[src/rtl/decoder_3to8_hs_pkg.sv]
// rtl/decoder_3to8_hs_pkg.sv - shared types and helpers for the handshaked 3-to-8 decoder
// Contents: output-width derivation, idle-word constant, buffer occupancy encodings.
package decoder_pkg;

  // Widest one-hot word the idle helper can describe.
  localparam int MAX_N_OUT = 256;

  typedef enum logic [1:0] {
    OCC_EMPTY = 2'd0,
    OCC_ONE   = 2'd1,
    OCC_FULL  = 2'd2
  } occ_e;

  function automatic int n_out(input int w_in);
    return 1 << w_in;
  endfunction

  // Idle word is all zeros, or all ones for an active-low output bus.
  function automatic logic [MAX_N_OUT-1:0] idle_word(input bit active_low);
    return active_low ? {MAX_N_OUT{1'b1}} : {MAX_N_OUT{1'b0}};
  endfunction

endpackage

[src/rtl/decoder_3to8_hs_if.sv]
// rtl/decoder_3to8_hs_if.sv - upstream/downstream handshake bundle of the decoder
// Signals: in_valid/in_ready/in_code/in_en (upstream word), out_valid/out_ready/out_y/out_zero
// (downstream word), xfer_cnt (completed output handshakes).
// Modports: slave = decoder side, master = the environment driving it.
interface decoder_3to8_hs_if
  import decoder_pkg::*;
#(
  parameter int W_IN  = 3,
  parameter int CNT_W = 16
) ();

  localparam int N_OUT = n_out(W_IN);

  logic             in_valid;
  logic             in_ready;
  logic [W_IN-1:0]  in_code;
  logic             in_en;
  logic             out_valid;
  logic             out_ready;
  logic [N_OUT-1:0] out_y;
  logic             out_zero;
  logic [CNT_W-1:0] xfer_cnt;

  modport slave (
    input  in_valid, in_code, in_en, out_ready,
    output in_ready, out_valid, out_y, out_zero, xfer_cnt
  );

  modport master (
    output in_valid, in_code, in_en, out_ready,
    input  in_ready, out_valid, out_y, out_zero, xfer_cnt
  );

endinterface

[src/rtl/decoder_3to8_hs_fifo2.sv]
// rtl/decoder_3to8_hs_fifo2.sv - two-entry synchronous FIFO with valid/ready on both ends
// Ports: clk, rst (sync, active-high), in_valid/in_ready/in_data (write side),
// out_valid/out_ready/out_data (read side, out_data is the registered head entry).
module fifo2_sync
  import decoder_pkg::*;
#(
  parameter int DW = 9
) (
  input  logic          clk,
  input  logic          rst,
  input  logic          in_valid,
  output logic          in_ready,
  input  logic [DW-1:0] in_data,
  output logic          out_valid,
  input  logic          out_ready,
  output logic [DW-1:0] out_data
);

  occ_e          state;
  logic [DW-1:0] head;
  logic [DW-1:0] tail;
  logic          push;
  logic          pop;

  // Ready depends only on the occupancy register and rst, so nothing from
  // out_ready can ripple back upstream in the same cycle.
  assign in_ready  = !rst && (state != OCC_FULL);
  assign out_valid = (state != OCC_EMPTY);
  assign out_data  = head;

  assign push = in_valid && in_ready;
  assign pop  = out_valid && out_ready;

  always_ff @(posedge clk) begin
    if (rst) begin
      state <= OCC_EMPTY;
      head  <= '0;
      tail  <= '0;
    end else begin
      case (state)
        OCC_EMPTY: begin
          if (push) begin
            head  <= in_data;
            state <= OCC_ONE;
          end
        end
        OCC_ONE: begin
          if (push && pop) begin
            // Head leaves as the new word arrives: new word goes straight to head.
            head <= in_data;
          end else if (push) begin
            tail  <= in_data;
            state <= OCC_FULL;
          end else if (pop) begin
            state <= OCC_EMPTY;
          end
        end
        OCC_FULL: begin
          if (pop) begin
            head  <= tail;
            state <= OCC_ONE;
          end
        end
        default: state <= OCC_EMPTY;
      endcase
    end
  end

endmodule

[src/rtl/decoder_3to8_hs.sv]
// rtl/decoder_3to8_hs.sv - registered 3-to-8 one-hot decoder with valid/ready on both sides
// Ports: clk, rst (sync, active-high), bus (decoder_3to8_hs_if.slave: input word
// in_code/in_en, output word out_y/out_zero, both handshaked; xfer_cnt pop counter).
// Parameters: W_IN code width, ACTIVE_LOW inverts out_y including idle, CNT_W counter width.
module decoder_3to8_hs
  import decoder_pkg::*;
#(
  parameter int W_IN       = 3,
  parameter int ACTIVE_LOW = 0,
  parameter int CNT_W      = 16
) (
  input  logic                clk,
  input  logic                rst,
  decoder_3to8_hs_if.slave    bus
);

  localparam int                     N_OUT     = n_out(W_IN);
  localparam logic [MAX_N_OUT-1:0]   IDLE_FULL = idle_word(ACTIVE_LOW != 0);
  localparam logic [N_OUT-1:0]       IDLE_Y    = IDLE_FULL[N_OUT-1:0];

  logic [N_OUT-1:0] dec_word;
  logic [N_OUT:0]   fifo_in;
  logic [N_OUT:0]   fifo_head;
  logic             fifo_valid;
  logic [N_OUT-1:0] head_word;
  logic [CNT_W-1:0] cnt;

  // Decode at acceptance; the buffer holds true-polarity words plus the zero flag.
  always_comb begin
    dec_word = '0;
    if (bus.in_en) begin
      dec_word[bus.in_code] = 1'b1;
    end
  end

  assign fifo_in = {!bus.in_en, dec_word};

  fifo2_sync #(
    .DW (N_OUT + 1)
  ) u_fifo (
    .clk       (clk),
    .rst       (rst),
    .in_valid  (bus.in_valid),
    .in_ready  (bus.in_ready),
    .in_data   (fifo_in),
    .out_valid (fifo_valid),
    .out_ready (bus.out_ready),
    .out_data  (fifo_head)
  );

  assign head_word = (ACTIVE_LOW != 0) ? ~fifo_head[N_OUT-1:0] : fifo_head[N_OUT-1:0];

  // Output mux selects on registered occupancy only.
  assign bus.out_valid = fifo_valid;
  assign bus.out_y     = fifo_valid ? head_word : IDLE_Y;
  assign bus.out_zero  = fifo_valid && fifo_head[N_OUT];
  assign bus.xfer_cnt  = cnt;

  always_ff @(posedge clk) begin
    if (rst) begin
      cnt <= '0;
    end else if (fifo_valid && bus.out_ready) begin
      cnt <= cnt + CNT_W'(1);
    end
  end

endmodule

[src/flat_wrapper.sv]
// flat-port wrapper written by rule: the top's interface ports become plain ports
module decoder_3to8_hs_flat import decoder_pkg::*;
#(
  parameter int W_IN       = 3,
  parameter int ACTIVE_LOW = 0,
  parameter int CNT_W      = 16
)
  (clk, rst, bus_in_valid, bus_in_code, bus_in_en, bus_out_ready, bus_in_ready, bus_out_valid, bus_out_y, bus_out_zero, bus_xfer_cnt);
  decoder_3to8_hs_if #(.W_IN(W_IN), .CNT_W(CNT_W)) bus_i ();
  input  logic clk;
  input  logic rst;
  input wire logic [$bits(bus_i.in_valid)-1:0] bus_in_valid;
  input wire logic [$bits(bus_i.in_code)-1:0] bus_in_code;
  input wire logic [$bits(bus_i.in_en)-1:0] bus_in_en;
  input wire logic [$bits(bus_i.out_ready)-1:0] bus_out_ready;
  output wire logic [$bits(bus_i.in_ready)-1:0] bus_in_ready;
  output wire logic [$bits(bus_i.out_valid)-1:0] bus_out_valid;
  output wire logic [$bits(bus_i.out_y)-1:0] bus_out_y;
  output wire logic [$bits(bus_i.out_zero)-1:0] bus_out_zero;
  output wire logic [$bits(bus_i.xfer_cnt)-1:0] bus_xfer_cnt;
  assign bus_i.in_valid = bus_in_valid;
  assign bus_i.in_code = bus_in_code;
  assign bus_i.in_en = bus_in_en;
  assign bus_i.out_ready = bus_out_ready;
  assign bus_in_ready = bus_i.in_ready;
  assign bus_out_valid = bus_i.out_valid;
  assign bus_out_y = bus_i.out_y;
  assign bus_out_zero = bus_i.out_zero;
  assign bus_xfer_cnt = bus_i.xfer_cnt;
  decoder_3to8_hs #(.W_IN(W_IN), .ACTIVE_LOW(ACTIVE_LOW), .CNT_W(CNT_W)) u_core (.clk(clk), .rst(rst), .bus(bus_i));
endmodule
[config.mk]
export PLATFORM = sky130hd
export DESIGN_NAME = decoder_3to8_hs_flat
export DESIGN_NICKNAME = d
export VERILOG_FILES = /design/src/rtl/decoder_3to8_hs_pkg.sv /design/src/rtl/decoder_3to8_hs_if.sv /design/src/rtl/decoder_3to8_hs_fifo2.sv /design/src/rtl/decoder_3to8_hs.sv /design/src/flat_wrapper.sv
export SDC_FILE = /design/constraint.sdc
export NUM_CORES = 1
export LEC_CHECK = 0
export CAP_MARGIN = 20
export CORE_MARGIN = 1.5
export CORE_UTILIZATION = 40
export CTS_BUF_LIST = sky130_fd_sc_hd__clkbuf_2
export CTS_CLUSTER_SIZE = 20
export DETAILED_ROUTE_END_ITERATION = 16
export PLACE_DENSITY = 0.67
export SLEW_MARGIN = 20
export SYNTH_ARGS = -nofsm -noshare
export SYNTH_HDL_FRONTEND = slang
export SYNTH_SLANG_ARGS = --single-unit
[constraint.sdc]
create_clock -name clk -period 1.6 [get_ports clk]
set_input_delay 0.16 -clock clk [delete_from_list [all_inputs] [get_ports clk]]
set_output_delay 0.16 -clock clk [all_outputs]
set_load 0.05 [all_outputs]
==> results of run 1 <==
==> cells by family after synthesis <==
logic type | Yosys count | synth area share (%)
AND/OR/NAND/NOR | 106 | 31.1
multiplexers | 12 | 6.80
XOR/XNOR | 11 | 5.45
AO/OA/AOI/OAI | 23 | 11.0
flip-flops | 36 | 40.8
adder cells (fa/ha/maj) | 1 | 0.708
buffers and inverters | 15 | 4.11
==> where the power goes <==
| part | switching, mW | internal, mW |
|---|---|---|
| Clock | 0.292 | 0.119 |
| Sequential | 0.0209 | 0.916 |
| Combinational | 0.155 | 0.160 |
| Total | 0.468 | 1.20 |
==> area by class of cell <==
| cell class | count | area (um^2) | share of cell area [%] |
|---|---|---|---|
| multi-input cells | 154 | 1070 | 41.4 |
| flip-flops and latches | 36 | 748 | 29.0 |
| repair buffers | 62 | 652 | 25.2 |
| well taps | 50 | 62.6 | 2.42 |
| clock buffers | 7 | 35.0 | 1.36 |
| inverters | 3 | 11.3 | 0.436 |
| clock inverters | 1 | 5.00 | 0.194 |
==> final timing paths <==
check / cells after the start / slack, ns / endpoint
setup / recovery: 4 / 0.002 / bus_out_y[0]
hold / removal: 2 / 0.49 / u_core.u_fifo.out_data[0]$_SDFFE_PP0P_
setup reg to reg: 7 / 0.07 / u_core.u_fifo.tail[3]$_SDFFE_PP0P_
hold reg to reg: 2 / 0.49 / u_core.u_fifo.out_data[0]$_SDFFE_PP0P_
==> metrics by stage <==
stage	hold slack (ns)	TNS, ns	cells	utilization (%)
final	0.495	0	313	62.8
after detailed placement	0.473	-4.04	294	57.3
after CTS	0.501	-0.375	310	61.0
after floorplan	0.256	-0.00600	204	-
after global placement	0.467	-4.27	294	57.3
after global routing	0.539	-0.551	313	62.8
==> registers in the layout, summed over array words and instances, names as in the netlist <==
register	flops
u_core.u_fifo.out_data	9
u_core.bus.xfer_cnt	16
u_core.u_fifo.tail	9
u_core.u_fifo.state	2
==> synthesized netlist by cell type (all sizes together) (4+ instances only) <==
| library cell | instances |
|---|---|
| a311oi | 8 |
| and2 | 10 |
| buf | 6 |
| clkbuf | 6 |
| dfxtp | 36 |
| mux2i | 12 |
| nand2 | 24 |
| nand4 | 5 |
| nor2 | 37 |
| nor3b | 4 |
| nor4 | 6 |
| xnor2 | 7 |
| xor2 | 4 |
==> metal layers <==
metal | routed length (um) | track usage, % | vias up | part of all wire, %
li1 | - | - | 830 | -
met1 | 1950 | 23.7 | 734 | 49
met2 | 1750 | 25.6 | 38 | 44
met3 | 200 | 4.80 | 5 | 5.0
met4 | 58 | 5.88 | 0 | 1.5
met5 | 0 | 0 | - | 0
==> worst max-delay path, stage by stage (launching register included) <==
cell and delay (ns):
dfxtp_4 0.39, buf_6 0.12, or2_4 0.25, and2_4 0.15
buf_12 0.14
==> what timing repair did <==
item | CTS | global route
setup endpoints to repair | 13 | 32
gates resized for setup | 18 | 11
pin swaps | 13 | 4
setup buffers | 8 | 3
gates cloned | 1 | 0
hold endpoints to repair | 0 | 0
==> flow_summary.json, run 1 <==
{
  "path_class": "reg -> out",
  "cts-htree-levels": 2,
  "hold_class": "reg -> reg",
  "wirelength_mm": 3.96,
  "finalPower_mw": 1.66,
  "cts_sinks": 36,
  "num_rows": 23,
  "syn_area_per_cell_um2": 8.66,
  "start_util_pct": 42.9,
  "cts_tree": "yes",
  "hold_start": "u_core.u_fifo.tail[0]$_SDFFE_PP0P_",
  "synth_seq_cells": 36,
  "cp.required_ns": 1.44,
  "placed_cell_area_um2": 2360,
  "drv_slew": 0,
  "cts_buffers": 5,
  "antenna_found_initial": 0,
  "outcome": "finished, final reports clean",
  "seq_area_frac_synth_pct": 40.8,
  "rsz0062_at_grt": "true",
  "synth-edff-count": 0,
  "root_buffer": "clkbuf_2",
  "setup_viol_count_final": 0,
  "viasPerCell": 5.13,
  "worstSkewPairLatency_ns": 0.39,
  "wl_per_cell_um": 12.7,
  "drive_gt1_share_pct": 40.3,
  "period_needed_ns": 1.60,
  "grt_max_degree": 38,
  "fillCellCount": 366,
  "synth_area_leaders": "dfxtp_1 41%, nor2_1 7.9%, mux2i_1 6.8%, nand2_1 5.1%, a311oi_1 4.0%",
  "worstSetupStartpointType": "register",
  "syn_nets": 213,
  "cp-end-kind": "output port",
  "grt_pass1_vias": 1439,
  "firstDrtPassIters": 4,
  "synth_area_um2": 1770,
  "antenna_left": 0,
  "synth.distinct_cells": 43,
  "die_w_um": 69.5,
  "fp.dieH_um": 69.5,
  "place.detailed.hpwl_mm": 2.76,
  "synth_async_sr_flop_share_pct": 0,
  "diodes": 0,
  "crit_fanout": 5,
  "ios": 35,
  "cts_max_path_buffers": 2,
  "worst_slack_ns": 0.00164,
  "cts_hold_buf": 0,
  "pre_cts_ws_ns": -0.253,
  "synth_top_area_cell": "dfxtp_1",
  "cap_violations": 0,
  "core_um2": 4120,
  "fmax_mhz": 626,
  "crit_arrival_ns": 1.44,
  "num_vias": 1607,
  "grtUsageTotal_pct": 17.1,
  "synthToLayoutAreaGrowth_pct": 46.2,
  "grt_pass1_wl_mm": 6.72,
  "power_leakage_nw": 0.980,
  "io_buffers": 34,
  "crit_start": "u_core.u_fifo.state[1]$_SDFFE_PP0P_",
  "tightest_slew_ns": 0.422,
  "layout.nets": 271,
  "final_cell_mix": "38 x buf_4, 36 x nor2_1, 24 x nand2_1",
  "irDropWorstVdd_v": 0.000485,
  "drtIter0Drc": 77,
  "min_period_over_period_pct": 99.9,
  "dieArea_um2": 4820,
  "synth-main-ff-cell": "dfxtp_1",
  "clkTransAtPathRegs_ns": 0.18,
  "place.gp.congestion": 0.861,
  "powerDensity_nw_per_um2": 644,
  "synthCells": 204,
  "hold_violations": 0,
  "r2r_start": "u_core.u_fifo.state[1]$_SDFFE_PP0P_",
  "ys_warn_count": 0,
  "grt_overflow": 0,
  "slew_headroom_pct": 71.4,
  "skew_ns": 0.0163,
  "layout_commonest_cell": "buf_4",
  "drcViolationCount": 0,
  "netlist.area_leader.share_pct": 40.8,
  "postLayoutCellArea_um2": 2580
}
No activity file was read; power rests on OpenSTA's default activity.
==> run 2, diff against run 1 <==
--- a/config.mk
+++ b/config.mk
@@ -7,11 +7,12 @@
 export LEC_CHECK = 0
 export CAP_MARGIN = 20
 export CORE_MARGIN = 1.5
-export CORE_UTILIZATION = 40
+export CORE_UTILIZATION = 45
 export CTS_BUF_LIST = sky130_fd_sc_hd__clkbuf_2
 export CTS_CLUSTER_SIZE = 20
 export DETAILED_ROUTE_END_ITERATION = 16
-export PLACE_DENSITY = 0.67
+export MAX_ROUTING_LAYER = met4
+export PLACE_DENSITY = 0.74
 export SLEW_MARGIN = 20
 export SYNTH_ARGS = -nofsm -noshare
 export SYNTH_HDL_FRONTEND = slang
==> run 2 against run 1 <==
  * The flow now finishes with violations (negative setup slack)
  * Power rose by 11%
  * Clock power increased by 35%
  * Register-to-register slack is essentially flat
  * Critical path depth stayed put
  * Routed wire length is 4.8% higher
  * Via count is 3.0% higher
  * Largest cell class unchanged
  * Largest power group unchanged
==> flow_summary.json, run 2 (synthesis gave the netlist of run 1 again) <==
{
  "fp.dieH_um": 65.7,
  "period_needed_ns": 1.61,
  "crit_chain": "or2_4, buf_12, and2_4, buf_12",
  "layout.nets": 274,
  "crit_slowest_cell": "dfxtp_4",
  "largest_reg_flops": 16,
  "drcViolationCount": 0,
  "worstSetupStartpointType": "register",
  "layout_commonest_cell": "buf_4",
  "cts_sinks": 36,
  "clkTransAtPathRegs_ns": 0.18,
  "cts_buffers": 5,
  "min_period_over_period_pct": 101,
  "grt_overflow": 0,
  "irDropWorstVdd_v": 0.000586,
  "final_cell_mix": "41 x buf_4, 36 x nor2_1, 24 x nand2_1",
  "crit_end": "bus_out_y[6]",
  "wl_per_cell_um": 13.2,
  "reg2reg_to": "u_core.bus.xfer_cnt[14]$_SDFFE_PP0P_",
  "met1_length_mm": 2.01,
  "highest_layer": "met4",
  "hold_violations": 0,
  "drive_gt1_share_pct": 39.1,
  "crit_start": "u_core.u_fifo.state[0]$_SDFFE_PP0P_",
  "reg2reg_slack_ns": 0.06,
  "cap_violations": 0,
  "grt_pass1_wl_mm": 6.82,
  "grt_pass1_vias": 1485,
  "cp.required_ns": 1.44,
  "r2r_start": "u_core.u_fifo.state[1]$_SDFFE_PP0P_",
  "cp-end-kind": "output port",
  "powerDensity_nw_per_um2": 700,
  "firstDrtPassIters": 4,
  "slew_headroom_pct": 71.2,
  "r2r_cells": 5,
  "cp_common_cell": "buf_12",
  "drv_slew": 0,
  "drtIter0Drc": 162,
  "grt_max_degree": 38,
  "outcome": "finished with violations",
  "antenna_found_initial": 0,
  "cts_tree": "yes",
  "power_leakage_nw": 1.00,
  "wirelength_mm": 4.15,
  "grtUsageTotal_pct": 21.3,
  "place.gp.congestion": 0.819,
  "ios": 35,
  "worst_slack_ns": -0.0141,
  "wl_met3_um": 141,
  "slowest_delay_ns": 0.38,
  "worstSkewPairLatency_ns": 0.39,
  "pre_cts_ws_ns": -0.167,
  "cp.depth": 4,
  "cts_hold_buf": 0,
  "crit_buf_inv": 2,
  "place.detailed.hpwl_mm": 2.75,
  "crit_fanout": 6,
  "crit_family": "simple AND/OR/NAND/NOR gates",
  "io_buffers": 34,
  "rsz0062_at_grt": "true",
  "start_util_pct": 47.5,
  "num_vias": 1655,
  "antenna_left": 0,
  "hold_class": "reg -> reg",
  "fmax_mhz": 620,
  "die_w_um": 65.7,
  "dieArea_um2": 4310,
  "violations": "negative setup slack",
  "setup_viol_count_final": 9,
  "path_class": "reg -> out",
  "num_rows": 22,
  "diodes": 0,
  "finalSetupTns_ns": -0.0985,
  "tightest_slew_ns": 0.426,
  "root_buffer": "clkbuf_2",
  "dr_wl_met2_mm": 1.93,
  "crit_arrival_ns": 1.45,
  "core_um2": 3720,
  "finalPower_mw": 1.84,
  "cts-htree-levels": 2,
  "cts_max_path_buffers": 2,
  "skew_ns": 0.0162,
  "synthToLayoutAreaGrowth_pct": 48.7,
  "viasPerCell": 5.27
}
run 2: what timing repair did:
action	in CTS	in global routing
gates resized for setup	19	5
setup buffers	8	3
pin swaps	10	9
cloned	0	1
setup endpoints to repair	11	16
hold endpoints to repair	0	0
run 2: through the flow:
step	util, %	hold WS (ns)	cell area (um^2)	std cells
finish	70.7	0.491	2630	314
global route	70.7	0.513	2630	314
CTS	69.2	0.492	2570	312
detailed placement	64.6	0.471	2400	296
global placement	64.6	0.461	2400	296
floorplan	-	0.256	1810	204
run 2: worst reg2reg max path, cell delays in order (launching register included):
cell and delay, ns:
dfxtp_2 0.40, buf_4 0.13, o2111a_1 0.24, nand2_1 0.08
or4_1 0.50, a21oi_1 0.12
run 2: area by class of cell:
| class | count | area, um^2 |
|---|---|---|
| fill | 304 | 1090 |
| inverter | 3 | 11.3 |
| tap | 48 | 60.1 |
| sequential | 36 | 746 |
| clock inverter | 3 | 37.5 |
| clock buffer | 5 | 25.0 |
| timing repair buffer | 66 | 708 |
| multi-input combinational | 153 | 1040 |
run 2: routing by layer:
layer / global-route usage (%) / vias to the layer above
met5: - / -
met4: 7.81 / 0
met3: 5.14 / 4
met2: 31.6 / 28
met1: 28.1 / 786
li1: - / 837
run 2: worst min path at each step:
stage	start	end	slack (ns)	depth (start not counted)
floorplan	bus_in_en	u_core.u_fifo.tail[8]$_SDFFE_PP0P_	0.26	1
global placement	u_core.u_fifo.tail[6]$_SDFFE_PP0P_	u_core.u_fifo.out_data[6]$_SDFFE_PP0P_	0.46	2
detailed placement	u_core.u_fifo.tail[3]$_SDFFE_PP0P_	u_core.u_fifo.out_data[3]$_SDFFE_PP0P_	0.47	2
CTS	u_core.u_fifo.tail[3]$_SDFFE_PP0P_	u_core.u_fifo.out_data[3]$_SDFFE_PP0P_	0.49	2
global route	u_core.u_fifo.tail[2]$_SDFFE_PP0P_	u_core.u_fifo.out_data[2]$_SDFFE_PP0P_	0.51	2
finish	u_core.u_fifo.tail[3]$_SDFFE_PP0P_	u_core.u_fifo.out_data[3]$_SDFFE_PP0P_	0.49	2
run 2: where the power goes:
part           total (mW)  switching [mW]  internal [mW]
sequential          0.933          0.0142          0.919
combinational       0.348           0.168          0.180
clock               0.558           0.303          0.255
==> run 3, diff against run 2 <==
--- a/config.mk
+++ b/config.mk
@@ -17,3 +17,4 @@
 export SYNTH_ARGS = -nofsm -noshare
 export SYNTH_HDL_FRONTEND = slang
 export SYNTH_SLANG_ARGS = --single-unit
+export TNS_END_PERCENT = 1
==> run 3 against run 2 <==
  * The run still ends with negative setup slack left
  * Worst hold slack got worse by 0.014 ns
  * Largest cell class unchanged
  * Setup slack got worse by 0.0092 ns
  * Combinational power shrank 6.6%
  * Sequential share of layout area up 0.37 points
  * Routed wire length rose by 1.6%
  * Power decreased by 8.9%
  * Sequential cell count unchanged
==> flow_summary.json, run 3 (synthesis gave the netlist of run 1 again) <==
{
  "pre_cts_ws_ns": -0.273,
  "cap_violations": 0,
  "reg2reg_slack_ns": 0,
  "io_buffers": 34,
  "finalPower_mw": 1.68,
  "cts_sinks": 36,
  "crit_end": "bus_out_valid",
  "final_cell_mix": "45 x buf_4, 36 x nor2_1, 23 x nand2_1",
  "start_util_pct": 47.5,
  "clock_power_share_pct": 24.9,
  "grt_max_degree": 38,
  "num_vias": 1651,
  "internal_power_mw": 1.20,
  "num_rows": 22,
  "largest_reg_flops": 16,
  "worstSetupStartpointType": "register",
  "worstSkewPairLatency_ns": 0.39,
  "worst_slack_ns": -0.0233,
  "slew_headroom_pct": 71.3,
  "fp.dieH_um": 65.7,
  "hold_violations": 0,
  "drive_gt1_share_pct": 41.6,
  "crit_arrival_ns": 1.46,
  "powerDensity_nw_per_um2": 644,
  "placed_cell_area_um2": 2390,
  "grt_pass1_vias": 1522,
  "fillCellCount": 284,
  "skew_ns": 0.0267,
  "firstDrtPassIters": 4,
  "grt_overflow": 0,
  "postLayoutCellArea_um2": 2600,
  "place.detailed.hpwl_mm": 2.81,
  "grtUsageTotal_pct": 21.9,
  "grtUsageMet3_pct": 5.31,
  "cts_max_path_buffers": 2,
  "cts_tree": "yes",
  "core_um2": 3720,
  "antenna_left": 0,
  "fmax_mhz": 616,
  "power_frac_comb_pct": 19.4,
  "crit_start": "u_core.u_fifo.state[1]$_SDFFE_PP0P_",
  "period_needed_ns": 1.62,
  "tightest_slew_ns": 0.424,
  "root_buffer": "clkbuf_2",
  "place_inst": 298,
  "diodes": 0,
  "drtIter0Drc": 62,
  "power_leakage_nw": 0.997,
  "reg2reg_to": "u_core.bus.xfer_cnt[14]$_SDFFE_PP0P_",
  "ios": 35,
  "drcViolationCount": 0,
  "viasPerCell": 5.21,
  "min_period_over_period_pct": 101,
  "cts-htree-levels": 2,
  "synthToLayoutAreaGrowth_pct": 47.2,
  "r2r_cells": 6,
  "dieArea_um2": 4310,
  "cp.required_ns": 1.44,
  "die_w_um": 65.7,
  "grt-busiest-layer": "met2",
  "outcome": "finished with violations",
  "pwr-share-seq_pct": 55.7,
  "setup_viol_count_final": 12,
  "crit_fanout": 5,
  "grt_pass1_wl_mm": 7.03,
  "cts_buffers": 5,
  "cts_hold_buf": 0,
  "final_util_pct": 70.0,
  "switchingPower_mw": 0.477,
  "finalNonFillerCells": 317,
  "wirelength_mm": 4.22,
  "met2_usage_pct": 32.2,
  "violations": "negative setup slack",
  "rsz0062_at_grt": "true",
  "layout.nets": 277,
  "met1_usage_pct": 29.2,
  "clkTransAtPathRegs_ns": 0.18,
  "r2r_start": "u_core.u_fifo.state[1]$_SDFFE_PP0P_",
  "place.gp.congestion": 0.862,
  "layout_commonest_cell": "buf_4",
  "cp-end-kind": "output port",
  "path_class": "reg -> out",
  "switching_share_pct": 28.5,
  "antenna_found_initial": 0,
  "drv_slew": 0,
  "irDropWorstVdd_v": 0.000515,
  "hold_class": "reg -> reg",
  "wl_per_cell_um": 13.3
}
-- run 3: worst min-delay path by stage --
stage / depth (start not counted) / start / to / slack, ns
floorplan: 1 / bus_in_en / u_core.u_fifo.tail[8]$_SDFFE_PP0P_ / 0.26
global placement: 2 / u_core.u_fifo.tail[1]$_SDFFE_PP0P_ / u_core.u_fifo.out_data[1]$_SDFFE_PP0P_ / 0.46
detailed placement: 2 / u_core.u_fifo.out_data[8]$_SDFFE_PP0P_ / u_core.u_fifo.out_data[8]$_SDFFE_PP0P_ / 0.47
CTS: 2 / u_core.u_fifo.tail[4]$_SDFFE_PP0P_ / u_core.u_fifo.out_data[4]$_SDFFE_PP0P_ / 0.48
global route: 2 / u_core.u_fifo.tail[0]$_SDFFE_PP0P_ / u_core.u_fifo.out_data[0]$_SDFFE_PP0P_ / 0.48
finish: 2 / u_core.u_fifo.tail[4]$_SDFFE_PP0P_ / u_core.u_fifo.out_data[4]$_SDFFE_PP0P_ / 0.48
-- run 3: repair_timing --
action,4_1_cts,5_1_grt
pin swaps,14,2
endpoints found under the setup margin,12,15
gates resized for setup,20,7
cloned,1,0
setup buffers,5,5
-- run 3: stage by stage --
stage	TNS [ns]	hold WS, ns
after CTS	-0.412	0.484
after floorplan	-0.129	0.256
after global routing	-0.871	0.481
after global placement	-3.90	0.463
final	-0.181	0.478
after detailed placement	-4.95	0.474
-- run 3: worst max-delay path: stages (launching register included) --
cell     delay [ns]
dfxtp_4        0.38
buf_6          0.12
or2_4          0.27
buf_4          0.16
buf_12         0.14
-- run 3: final cells by class --
cell class,instances,area (um^2),share of cell area (%)
multi-input cells,154,1050,40.3
flip-flops and latches,36,748,28.8
repair buffers,68,693,26.6
clock buffers,7,35.0,1.35
clock inverters,1,5.00,0.192
well taps,48,60.1,2.31
inverters,3,11.3,0.433
-- run 3: layer usage --
metal	part of all wire [%]	up-vias
li1	-	837
met1	49	775
met3	4.1	6
met4	1.5	0
met2	45	33
met5	0	-
-- run 3: power by group through the flow --
| stage | Combinational [mW] | Clock, mW | Sequential, mW |
|---|---|---|---|
| after global placement | 0.274 | 0 | 0.955 |
| after global routing | 0.349 | 0.468 | 0.938 |
| after detailed placement | 0.279 | 0 | 0.956 |
| final | 0.325 | 0.417 | 0.934 |
| after CTS | 0.320 | 0.425 | 0.933 |
| after floorplan | 0.153 | 0 | 0.958 |
